`src/rtl/mem_access_unit.sv`:
```
// MEM-stage byte serialiser: splits one byte/half/word load or store into
// single-byte arbiter requests and reassembles load bytes little-endian.
module mem_access_unit #(
  parameter int ADDR_WIDTH = 32
) (
  input  logic                  clk,
  input  logic                  rst,
  input  logic                  req_i,
  input  logic                  write_i,
  input  logic [1:0]            size_i,
  input  logic                  signed_i,
  input  logic [ADDR_WIDTH-1:0] addr_i,
  input  logic [31:0]           wdata_i,
  input  logic [7:0]            mem_din_i,
  output logic                  mem_req_o,
  output logic                  mem_we_o,
  output logic [ADDR_WIDTH-1:0] mem_addr_o,
  output logic [7:0]            mem_data_o,
  output logic [31:0]           rdata_o,
  output logic                  done_o,
  output logic                  busy_o
);

  typedef enum logic [1:0] {S_IDLE, S_ISSUE, S_DRAIN, S_DONE} state_t;

  state_t                state_q;
  logic                  write_q;
  logic                  signed_q;
  logic [1:0]            last_q;
  logic [1:0]            k_q;
  logic [ADDR_WIDTH-1:0] base_q;
  logic [31:0]           wdata_q;
  logic [7:0]            lbuf_q [4];

  logic                  mem_req_q;
  logic                  mem_we_q;
  logic [ADDR_WIDTH-1:0] mem_addr_q;
  logic [7:0]            mem_data_q;
  logic [31:0]           rdata_q;
  logic                  done_q;
  logic                  busy_q;

  logic [1:0]            k_d;
  logic [1:0]            kprev_d;
  logic [1:0]            last_d;
  logic [ADDR_WIDTH-1:0] addr_d;
  logic [7:0]            wbyte_d;
  logic [31:0]           raw_d;
  logic [31:0]           ext_d;

  assign k_d     = k_q + 2'd1;
  assign kprev_d = k_q - 2'd1;
  assign addr_d  = base_q + ADDR_WIDTH'(k_d);
  assign wbyte_d = wdata_q[{k_d, 3'b000} +: 8];

  // Index of the final byte: 0 for byte, 1 for half, 3 for word and reserved.
  always_comb begin
    last_d = 2'd3;
    case (size_i)
      2'b00:   last_d = 2'd0;
      2'b01:   last_d = 2'd1;
      default: last_d = 2'd3;
    endcase
  end

  // The final load byte is still on mem_din_i during DRAIN, so splice it in directly.
  genvar gi;
  generate
    for (gi = 0; gi < 4; gi++) begin : g_lane
      assign raw_d[8*gi +: 8] = (last_q == 2'(gi)) ? mem_din_i : lbuf_q[gi];
    end
  endgenerate

  always_comb begin
    ext_d = raw_d;
    case (last_q)
      2'd0:    ext_d = {{24{signed_q & raw_d[7]}}, raw_d[7:0]};
      2'd1:    ext_d = {{16{signed_q & raw_d[15]}}, raw_d[15:0]};
      default: ext_d = raw_d;
    endcase
  end

  always_ff @(posedge clk) begin
    if (rst) begin
      state_q    <= S_IDLE;
      write_q    <= 1'b0;
      signed_q   <= 1'b0;
      last_q     <= 2'd0;
      k_q        <= 2'd0;
      base_q     <= '0;
      wdata_q    <= 32'd0;
      for (int i = 0; i < 4; i++) lbuf_q[i] <= 8'd0;
      mem_req_q  <= 1'b0;
      mem_we_q   <= 1'b0;
      mem_addr_q <= '0;
      mem_data_q <= 8'd0;
      rdata_q    <= 32'd0;
      done_q     <= 1'b0;
      busy_q     <= 1'b0;
    end else begin
      case (state_q)
        S_IDLE: begin
          if (req_i) begin
            write_q    <= write_i;
            signed_q   <= signed_i;
            last_q     <= last_d;
            base_q     <= addr_i;
            wdata_q    <= wdata_i;
            k_q        <= 2'd0;
            mem_req_q  <= 1'b1;
            mem_we_q   <= write_i;
            mem_addr_q <= addr_i;
            mem_data_q <= write_i ? wdata_i[7:0] : 8'd0;
            busy_q     <= 1'b1;
            state_q    <= S_ISSUE;
          end
        end
        S_ISSUE: begin
          // Byte k-1 returns while byte k is being addressed.
          if (!write_q && (k_q != 2'd0)) lbuf_q[kprev_d] <= mem_din_i;
          if (k_q == last_q) begin
            mem_req_q  <= 1'b0;
            mem_we_q   <= 1'b0;
            mem_addr_q <= '0;
            mem_data_q <= 8'd0;
            if (write_q) begin
              done_q  <= 1'b1;
              state_q <= S_DONE;
            end else begin
              state_q <= S_DRAIN;
            end
          end else begin
            k_q        <= k_d;
            mem_addr_q <= addr_d;
            mem_data_q <= write_q ? wbyte_d : 8'd0;
          end
        end
        S_DRAIN: begin
          rdata_q <= ext_d;
          done_q  <= 1'b1;
          state_q <= S_DONE;
        end
        S_DONE: begin
          done_q  <= 1'b0;
          busy_q  <= 1'b0;
          state_q <= S_IDLE;
        end
        default: state_q <= S_IDLE;
      endcase
    end
  end

  assign mem_req_o  = mem_req_q;
  assign mem_we_o   = mem_we_q;
  assign mem_addr_o = mem_addr_q;
  assign mem_data_o = mem_data_q;
  assign rdata_o    = rdata_q;
  assign done_o     = done_q;
  assign busy_o     = busy_q;

endmodule

```
`config.mk`:
```
export PLATFORM = sky130hd
export DESIGN_NAME = mem_access_unit
export DESIGN_NICKNAME = d
export VERILOG_FILES = /design/src/rtl/mem_access_unit.sv
export SDC_FILE = /design/constraint.sdc
export NUM_CORES = 1
export LEC_CHECK = 0
export ABC_AREA = 1
export ABC_CLOCK_PERIOD_IN_PS = 3500
export CORE_MARGIN = 8
export CORE_UTILIZATION = 40
export CTS_BUF_LIST = sky130_fd_sc_hd__clkbuf_4
export DETAILED_ROUTE_END_ITERATION = 10
export SYNTH_ARGS = -nofsm -noshare
export SYNTH_HDL_FRONTEND = slang
export SYNTH_SLANG_ARGS = --single-unit
export TNS_END_PERCENT = 1
```
`constraint.sdc`:
```
create_clock -name clk -period 3.5 [get_ports clk]
set_input_delay 0.7 -clock clk [delete_from_list [all_inputs] [get_ports clk]]
set_output_delay 0.7 -clock clk [all_outputs]
set_load 0.1 [all_outputs]
```
==> results.sh, run 1 <==
export IMPL_status="finished, final reports clean"
export IMPL_r2r_slack_ns=0.67
export IMPL_r2r_cells=10
export IMPL_clkTransAtPathRegs_ns=0.16
export IMPL_cp_slowest_cell="clkdlybuf4s50_1"
export IMPL_wl_per_cell_um=16.4
export IMPL_tightest_slew_ns=1.04
export IMPL_ant_nets=0
export IMPL_die_x_um=160
export IMPL_routed_via_density=5.19
export IMPL_antenna_found_initial=1
export IMPL_ys_ff_latch=180
export IMPL_fp_dieH_um=160
export IMPL_overflow=0
export IMPL_rsz0062_at_grt="false"
export IMPL_cp_buffers_inverters=1
export IMPL_r2r_end="mem_addr_o[28]$_SDFFE_PP0P_"
export IMPL_fin_tns_setup_ns=0
export IMPL_hpwl_um=17500
export IMPL_power_switching_mw=4.70
export IMPL_finalHoldViolations=0
export IMPL_area_growth_pct=23.3
export IMPL_finalMaxSlewViolations=0
export IMPL_port_buffers=154
export IMPL_p_int_mw=4.02
export IMPL_worstPathArrival_ns=2.17
export IMPL_cp_data_required_time_ns=2.80
export IMPL_cp_end_kind="output pin"
export IMPL_clkSinkCount=180
export IMPL_synth_warning_count=0
export IMPL_synth_flop_cell="dfxtp_1"
export IMPL_layout_min_cycle_time_ns=2.87
export IMPL_dr_first_iter_drc_count=611
export IMPL_critPathTopFamily="buffers and inverters"
export IMPL_fin_crit_sh=0.821
export IMPL_layout_nets=1297
export IMPL_ir_drop_v=0.000495
export IMPL_grt_total_usage=0.190
export IMPL_dpl_worst_slack_ns=0.706
export IMPL_setup_viol=0
export IMPL_tritoncts="done"
export IMPL_stdcell_area_um2=10200
export IMPL_syn_area_um2=8250
export IMPL_cts_buffer_depth=2
export IMPL_gp_congestion=0.891
export IMPL_fp_row_count=52
export IMPL_wirelength_um=24500
export IMPL_pwr_share_seq=0.343
export IMPL_clock_fmax_mhz=348
export IMPL_maxCapViolCount=0
export IMPL_p_sw_frac=0.539
export IMPL_path_cells="clkdlybuf4s50_1"
export IMPL_finalPower_mw=8.72
export IMPL_vias=7750
export IMPL_core_area_um2=20200
export IMPL_ys_types=40
export IMPL_synthArstFlopShare=0
export IMPL_die_area_um2=25500
export IMPL_post_cts_setup_buffers=0
export IMPL_pwr_share_clk=0.129
export IMPL_htree_num_levels=4
export IMPL_clockRootBuffer="clkbuf_4"
export IMPL_p_leak_nw=3.85
export IMPL_final_cell_mix="nor2_1, o21ai_0, dfxtp_1"
export IMPL_syn_avg_cell_area_um2=7.58
export IMPL_slew_headroom=0.299
export IMPL_fin_skew_ns=0.0253
export IMPL_endpoint="mem_addr_o[30]"
export IMPL_synth_edf_count=32
export IMPL_drive_gt1_frac=0.0720
export IMPL_cts_buffers=17
export IMPL_firstDrtPassIters=5
export IMPL_synth_seq_area_share=0.476
export IMPL_grt_pass1_vias=7281
export IMPL_io_pins=155
export IMPL_worstSetupPathType="register to output pin"
export IMPL_drcViolationCount=0
export IMPL_grt_max_degree=73
export IMPL_finish_utilization=0.502
export IMPL_ctsHoldBuffers=0
export IMPL_hold_path_class="register to register"
export IMPL_placed_area_um2=9900
export IMPL_startpoint_type="register"
export IMPL_worstPathMaxFanout=2
export IMPL_cp_slowest_stage_delay_ns=1.17
export IMPL_layout_setup_ws_ns=0.625
export IMPL_initial_utilization=0.407
export IMPL_regToRegStartpoint="k_q[1]$_SDFFE_PP0P_"
export IMPL_pwr_share_comb=0.528
export IMPL_clock_latency_ns=0.59
export IMPL_syn_instance_count=1088
export IMPL_cp_depth=1
export IMPL_final_common_cell="nor2_1"
export IMPL_startpoint="mem_addr_o[30]$_SDFFE_PP0P_"
export IMPL_cts_resized_gates=0
export IMPL_syn_nets=1175
export IMPL_power_per_cell_area_nw_per_um2=858
export IMPL_grt_pass1_wl_um=39500
==> routing by layer <==
metal / vias up / global-route usage / wire [um]
met5: - / 0 / 0
met4: 0 / 0.0429 / 255
met3: 19 / 0.0465 / 1490
met2: 240 / 0.285 / 10700
met1: 3560 / 0.269 / 12100
li1: 3931 / - / -
==> Yosys cell counts (2+ instances only) <==
library cell	n	area (um2)
nor2_1	182	683
dfxtp_1	148	2960
o21ai_0	148	741
nand2_1	140	526
a21oi_1	119	596
inv_1	73	274
nand3_1	70	350
clkbuf_1	34	128
edfxtp_1	32	961
a31oi_1	25	156
buf_2	17	85.1
o211ai_1	11	82.6
buf_1	8	30.0
o22ai_1	8	50.1
ha_1	7	87.6
nand4_1	7	43.8
nor2_4	7	78.8
o221ai_1	7	61.3
inv_2	5	18.8
xnor2_1	4	35.0
xor2_1	4	35.0
buf_4	3	22.5
buf_6	3	33.8
clkinv_1	3	11.3
nand2_4	3	33.8
o21ai_1	3	15.0
nand2_2	2	12.5
nand3b_1	2	15.0
nor2_2	2	12.5
==> power by group through the flow <==
stage	clock, mW	combinational [mW]	sequential, mW
after floorplan	0	1.49	5.03
after global placement	0	4.59	3.04
after detailed placement	0	4.61	3.04
after CTS	1.16	4.62	2.99
after global routing	1.26	4.91	3.06
final	1.12	4.60	2.99
==> final cells by class <==
class,instances,area (um2)
antenna,1,2.50
clock buffer,17,128
clock inverter,15,136
fill,2024,10100
inverter,81,305
multi-input combinational,761,3720
sequential,180,3920
tap,270,338
timing repair buffer,169,1620
==> state kept, by name, summed over array words and instances (netlist names), 2 cells and up <==
| name | count |
|---|---|
| mem_addr_o | 32 |
| base_q | 32 |
| mem_data_o | 8 |
| lbuf_q | 32 |
| state_q | 2 |
| wdata_q | 32 |
| rdata_o | 32 |
| last_q | 2 |
| k_q | 2 |
==> worst min path at each step <==
stage	cells past startpoint	from	to	slack (ns)
2_1_floorplan	2	wdata_q[4]$_SDFFE_PP0P_	wdata_q[4]$_SDFFE_PP0P_	0.43
3_3_place_gp	2	wdata_q[4]$_SDFFE_PP0P_	wdata_q[4]$_SDFFE_PP0P_	0.45
3_5_place_dp	2	wdata_q[4]$_SDFFE_PP0P_	wdata_q[4]$_SDFFE_PP0P_	0.45
4_1_cts	2	wdata_q[4]$_SDFFE_PP0P_	wdata_q[4]$_SDFFE_PP0P_	0.47
5_1_grt	2	wdata_q[4]$_SDFFE_PP0P_	wdata_q[4]$_SDFFE_PP0P_	0.49
6_report	2	wdata_q[4]$_SDFFE_PP0P_	wdata_q[4]$_SDFFE_PP0P_	0.47
==> logic make-up (layout without fill, tap and decap cells) <==
| group | Yosys count | after routing | share of synthesized area |
|---|---|---|---|
| flops | 180 | 180 | 0.476 |
| compound gates | 326 | 326 | 0.212 |
| buf+inv | 147 | 282 | 0.0737 |
| xor+xnor | 8 | 8 | 0.00850 |
| fa+ha+maj | 8 | 8 | 0.0130 |
| other cells | 0 | 1 | 0 |
| simple gates | 419 | 419 | 0.217 |
==> per-stage QoR <==
step	hold WS, ns	cells
6_report	0.467	1494
5_1_grt	0.492	1494
4_1_cts	0.469	1493
3_5_place_dp	0.448	1461
3_3_place_gp	0.447	1461
2_1_floorplan	0.430	1088
(Power assumes the default switching activity.)
==> run 2, diff against run 1 <==
Settings changed: ABC_CLOCK_PERIOD_IN_PS 3500 to 2500, PLACE_DENSITY set to 0.66.
Clock period 3.5 ns to 2.5 ns, I/O delays scaled along.
==> run 2 against run 1 <==
Effect of this change:
- critical path depth increased by 11
- total power increased by 42%
- sequential power rose by 40%
- setup slack worse by 0.43 ns
- critical path type is now register to register
- largest power group unchanged
==> results.sh, run 2 (synthesized netlist as in run 1, its figures left out) <==
export IMPL_routed_via_density=5.22
export IMPL_layout_min_cycle_time_ns=2.30
export IMPL_path_cells="inv_1, ha_1, clkinv_4, fa_2, nor2_4, nand3_2, nor2_4, nand2_1, nand2_1, nand2_1, a21oi_1, nor2_1"
export IMPL_pwr_share_clk=0.136
export IMPL_cp_slowest_cell="fa_2"
export IMPL_worstSetupPathType="register to register"
export IMPL_cp_end_kind="register"
export IMPL_antenna_found_initial=1
export IMPL_layout_nets=1312
export IMPL_firstDrtPassIters=8
export IMPL_fin_skew_ns=0.0263
export IMPL_port_buffers=154
export IMPL_htree_num_levels=4
export IMPL_fillers=2026
export IMPL_grt_max_degree=56
export IMPL_grt_pass1_vias=7489
export IMPL_gp_congestion=0.906
export IMPL_worst_path_most_repeated_cell="nand2_1"
export IMPL_final_cell_mix="nor2_1, o21ai_0, dfxtp_1"
export IMPL_cts_resized_gates=0
export IMPL_die_x_um=160
export IMPL_clkSinkCount=180
export IMPL_wirelength_um=24700
export IMPL_rsz0062_at_grt="true"
export IMPL_fp_row_count=52
export IMPL_startpoint_type="register"
export IMPL_cts_buffer_depth=2
export IMPL_dpl_worst_slack_ns=0.165
export IMPL_cp_data_required_time_ns=2.95
export IMPL_clockRootBuffer="clkbuf_4"
export IMPL_vias=7889
export IMPL_clock_latency_ns=0.57
export IMPL_ant_nets=0
export IMPL_clkTransAtPathRegs_ns=0.16
export IMPL_io_pins=155
export IMPL_drcViolationCount=0
export IMPL_overflow=0
export IMPL_tritoncts="done"
export IMPL_drive_gt1_frac=0.135
export IMPL_finalMaxSlewViolations=0
export IMPL_die_area_um2=25500
export IMPL_power_per_cell_area_nw_per_um2=1210
export IMPL_power_switching_mw=6.63
export IMPL_area_growth_pct=23.6
export IMPL_p_leak_nw=4.03
export IMPL_finalPower_mw=12.4
export IMPL_p_sw_frac=0.536
export IMPL_fp_dieH_um=160
export IMPL_clock_fmax_mhz=434
export IMPL_wl_per_cell_um=16.3
export IMPL_hold_path_class="register to register"
export IMPL_cts_buffers=17
export IMPL_setup_viol=0
export IMPL_tightest_slew_ns=0.551
export IMPL_fin_tns_setup_ns=0
export IMPL_grt_total_usage=0.190
export IMPL_grt_pass1_wl_um=39600
export IMPL_layout_setup_ws_ns=0.196
export IMPL_dr_first_iter_drc_count=558
export IMPL_cp_slowest_stage_delay_ns=0.43
export IMPL_ctsHoldBuffers=0
export IMPL_fin_crit_sh=0.922
export IMPL_slew_headroom=0.632
export IMPL_pwr_share_seq=0.338
export IMPL_hpwl_um=18000
export IMPL_worstPathArrival_ns=2.76
export IMPL_worstPathMaxFanout=10
export IMPL_post_cts_setup_buffers=0
export IMPL_ir_drop_v=0.000855
export IMPL_core_area_um2=20200
export IMPL_status="finished, final reports clean"
export IMPL_finalHoldViolations=0
export IMPL_p_int_mw=5.73
export IMPL_initial_utilization=0.407
export IMPL_maxCapViolCount=0
export IMPL_pwr_share_comb=0.526
export IMPL_final_common_cell="nor2_1"
run 2: worst paths after layout:
kind                                         startpoint                           to  slack (ns)  depth (start not counted)
worst max-delay path                k_q[0]$_SDFFE_PP0P_  mem_addr_o[30]$_SDFFE_PP0P_        0.20                         12
worst min-delay path            wdata_q[5]$_SDFFE_PP0P_      wdata_q[5]$_SDFFE_PP0P_        0.47                          2
worst max register to register      k_q[0]$_SDFFE_PP0P_  mem_addr_o[30]$_SDFFE_PP0P_        0.20                         12
worst min register to register  wdata_q[5]$_SDFFE_PP0P_      wdata_q[5]$_SDFFE_PP0P_        0.47                          2
run 2: critical path, delay by kind of cell, from the launching register on:
family,cells,cell delay (ns)
flip-flops,1,0.36
adder cells (fa/ha/maj),2,0.77
AO/OA/AOI/OAI,1,0.12
AND/OR/NAND/NOR,7,0.76
buffers and inverters,2,0.21
run 2: power by group through the flow:
| stage | logic, mW | registers (mW) | clock network (mW) |
|---|---|---|---|
| after floorplan | 2.08 | 7.04 | 0 |
| after global placement | 6.50 | 4.23 | 0 |
| after detailed placement | 6.52 | 4.24 | 0 |
| after CTS | 6.53 | 4.18 | 1.73 |
| after global routing | 6.90 | 4.28 | 1.84 |
| final | 6.50 | 4.18 | 1.68 |
run 2: cell type report:
type	count	area, um2	area share
Inverter	81	310	0.0304
Multi-Input combinational cell	761	3730	0.366
Timing Repair Buffer	184	1590	0.156
Antenna cell	4	10.0	0.000982
Clock inverter	15	163	0.0160
Sequential cell	180	3920	0.385
Clock buffer	17	128	0.0125
Tap cell	270	338	0.0331
run 2: layer usage:
metal	GRT usage	share of wire	vias to the layer above
li1	-	-	3952
met1	0.258	0.47	3645
met2	0.297	0.45	272
met3	0.0445	0.066	20
met4	0.0485	0.013	0
met5	0	0	-
run 2: stage by stage:
step	cells	area, um2	hold WS [ns]	util
after floorplan	1088	8250	0.430	-
after global placement	1476	9890	0.439	0.489
after detailed placement	1476	9890	0.446	0.489
after CTS	1508	10200	0.451	0.503
after global routing	1512	10200	0.465	0.504
final	1512	10200	0.465	0.504
==> run 3, diff against run 2 <==
Settings changed: CORE_UTILIZATION 40 to 49, PLACE_DENSITY 0.66 to 0.79.
==> run 3 against run 2 <==
Effect of this change:
- global-route usage grew 3.1 points
- clock power shrank 8%
- register-to-register slack lost 0.02 ns
- final cell count shrank 3.6%
- non-clock buffer count shrank 2
- maximum frequency shrank 0.70%
- first-iteration DRC count grew 21%
- routed wire length shrank 4.1%
- critical endpoint unchanged
- largest cell class unchanged
==> results.sh, run 3 (synthesized netlist as in run 1, its figures left out) <==
export IMPL_vias=7973
export IMPL_cts_buffers=17
export IMPL_grt_max_degree=63
export IMPL_cts_resized_gates=0
export IMPL_ant_nets=0
export IMPL_fin_crit_sh=0.928
export IMPL_die_area_um2=21200
export IMPL_power_switching_mw=6.52
export IMPL_ir_drop_v=0.00113
export IMPL_pwr_share_clk=0.128
export IMPL_startpoint_type="register"
export IMPL_ctsHoldBuffers=0
export IMPL_tritoncts="done"
export IMPL_wl_per_cell_um=16.2
export IMPL_power_per_cell_area_nw_per_um2=1210
export IMPL_clockRootBuffer="clkbuf_4"
export IMPL_grt_total_usage=0.221
export IMPL_rsz0062_at_grt="false"
export IMPL_clkTransAtPathRegs_ns=0.14
export IMPL_p_int_mw=5.67
export IMPL_cp_end_kind="register"
export IMPL_worstPathMaxFanout=10
export IMPL_grt_pass1_wl_um=38700
export IMPL_cp_data_required_time_ns=2.98
export IMPL_startpoint="k_q[0]$_SDFFE_PP0P_"
export IMPL_status="finished, final reports clean"
export IMPL_htree_num_levels=4
export IMPL_initial_utilization=0.499
export IMPL_dpl_worst_slack_ns=0.161
export IMPL_r2r_slack_ns=0.18
export IMPL_dr_first_iter_drc_count=674
export IMPL_overflow=0
export IMPL_wirelength_um=23600
export IMPL_firstDrtPassIters=5
export IMPL_tightest_slew_ns=0.568
export IMPL_clock_fmax_mhz=431
export IMPL_io_pins=155
export IMPL_layout_min_cycle_time_ns=2.32
export IMPL_fin_skew_ns=0.0233
export IMPL_drcViolationCount=0
export IMPL_hpwl_um=17100
export IMPL_pwr_share_comb=0.531
export IMPL_gp_congestion=0.932
export IMPL_r2r_cells=12
export IMPL_seqCellArea_um2=3930
export IMPL_clock_latency_ns=0.58
export IMPL_fin_tns_setup_ns=0
export IMPL_post_cts_setup_buffers=0
export IMPL_fp_dieH_um=146
export IMPL_final_common_cell="nor2_1"
export IMPL_p_leak_nw=4.01
export IMPL_finalMaxSlewViolations=0
export IMPL_core_area_um2=16500
export IMPL_routed_via_density=5.47
export IMPL_worstPathArrival_ns=2.80
export IMPL_final_cell_mix="nor2_1, o21ai_0, dfxtp_1"
export IMPL_hold_start="wdata_q[4]$_SDFFE_PP0P_"
export IMPL_worstSetupPathType="register to register"
export IMPL_fillers=1546
export IMPL_finalHoldViolations=0
export IMPL_maxCapViolCount=0
export IMPL_pwr_share_seq=0.342
export IMPL_die_x_um=146
export IMPL_r2r_end="mem_addr_o[30]$_SDFFE_PP0P_"
export IMPL_fp_row_count=47
export IMPL_layout_setup_ws_ns=0.180
export IMPL_layout_nets=1310
export IMPL_fin_cells=1457
export IMPL_fin_hold_ws_ns=0.470
export IMPL_antenna_found_initial=1
export IMPL_cts_buffer_depth=2
export IMPL_setup_viol=0
export IMPL_endpoint="mem_addr_o[30]$_SDFFE_PP0P_"
export IMPL_port_buffers=154
export IMPL_multi_input_comb_area_um2=3720
export IMPL_slew_headroom=0.621
export IMPL_p_sw_frac=0.535
export IMPL_drive_gt1_frac=0.131
export IMPL_clkSinkCount=180
export IMPL_regToRegStartpoint="k_q[0]$_SDFFE_PP0P_"
export IMPL_area_growth_pct=22.1
export IMPL_grt_pass1_vias=7594
export IMPL_dp_cells=1424
export IMPL_hold_path_class="register to register"
-- run 3: worst min-delay path by stage --
stage	endpoint	slack (ns)	depth (start not counted)
6_report	wdata_q[4]$_SDFFE_PP0P_	0.47	2
4_1_cts	wdata_q[4]$_SDFFE_PP0P_	0.47	2
3_5_place_dp	wdata_q[4]$_SDFFE_PP0P_	0.45	2
3_3_place_gp	wdata_q[14]$_SDFFE_PP0P_	0.44	2
2_1_floorplan	wdata_q[4]$_SDFFE_PP0P_	0.43	2
5_1_grt	wdata_q[5]$_SDFFE_PP0P_	0.50	2
-- run 3: layer usage --
metal,wire length [um],vias to the layer above,track usage
met5,0,-,0
met3,1750,36,0.0498
met4,466,0,0.0843
li1,-,3959,-
met2,10800,325,0.344
met1,10600,3653,0.291
-- run 3: power groups by stage --
stage / combinational [mW] / clock, mW / sequential (mW)
finish: 6.47 / 1.55 / 4.17
global route: 6.87 / 1.71 / 4.25
CTS: 6.48 / 1.58 / 4.16
detailed placement: 6.46 / 0 / 4.23
global placement: 6.41 / 0 / 4.21
floorplan: 2.08 / 0 / 7.04
-- run 3: area by class of cell --
class	count	area share
Antenna cell	1	0.000248
Clock inverter	15	0.0132
Multi-Input combinational cell	761	0.370
Tap cell	220	0.0273
Inverter	81	0.0308
Clock buffer	17	0.0127
Timing Repair Buffer	182	0.156
Sequential cell	180	0.390
-- run 3: per-stage QoR --
step / utilization / cell area, um2 / power, mW
after floorplan: - / 8250 / 9.12
after global placement: 0.593 / 9800 / 10.6
after detailed placement: 0.593 / 9800 / 10.7
after CTS: 0.609 / 10100 / 12.2
after global routing: 0.609 / 10100 / 12.8
final: 0.609 / 10100 / 12.2
-- run 3: worst max-delay path, stage by stage (launching register included) --
cell and delay (ns):
dfxtp_1 0.35, inv_1 0.07, ha_1 0.35, clkinv_4 0.14
fa_2 0.43, nor2_4 0.16, nand3_2 0.11, nor2_4 0.27
nand2_1 0.09, nand2_1 0.06, nand2_1 0.04, a21oi_1 0.12
nor2_1 0.05
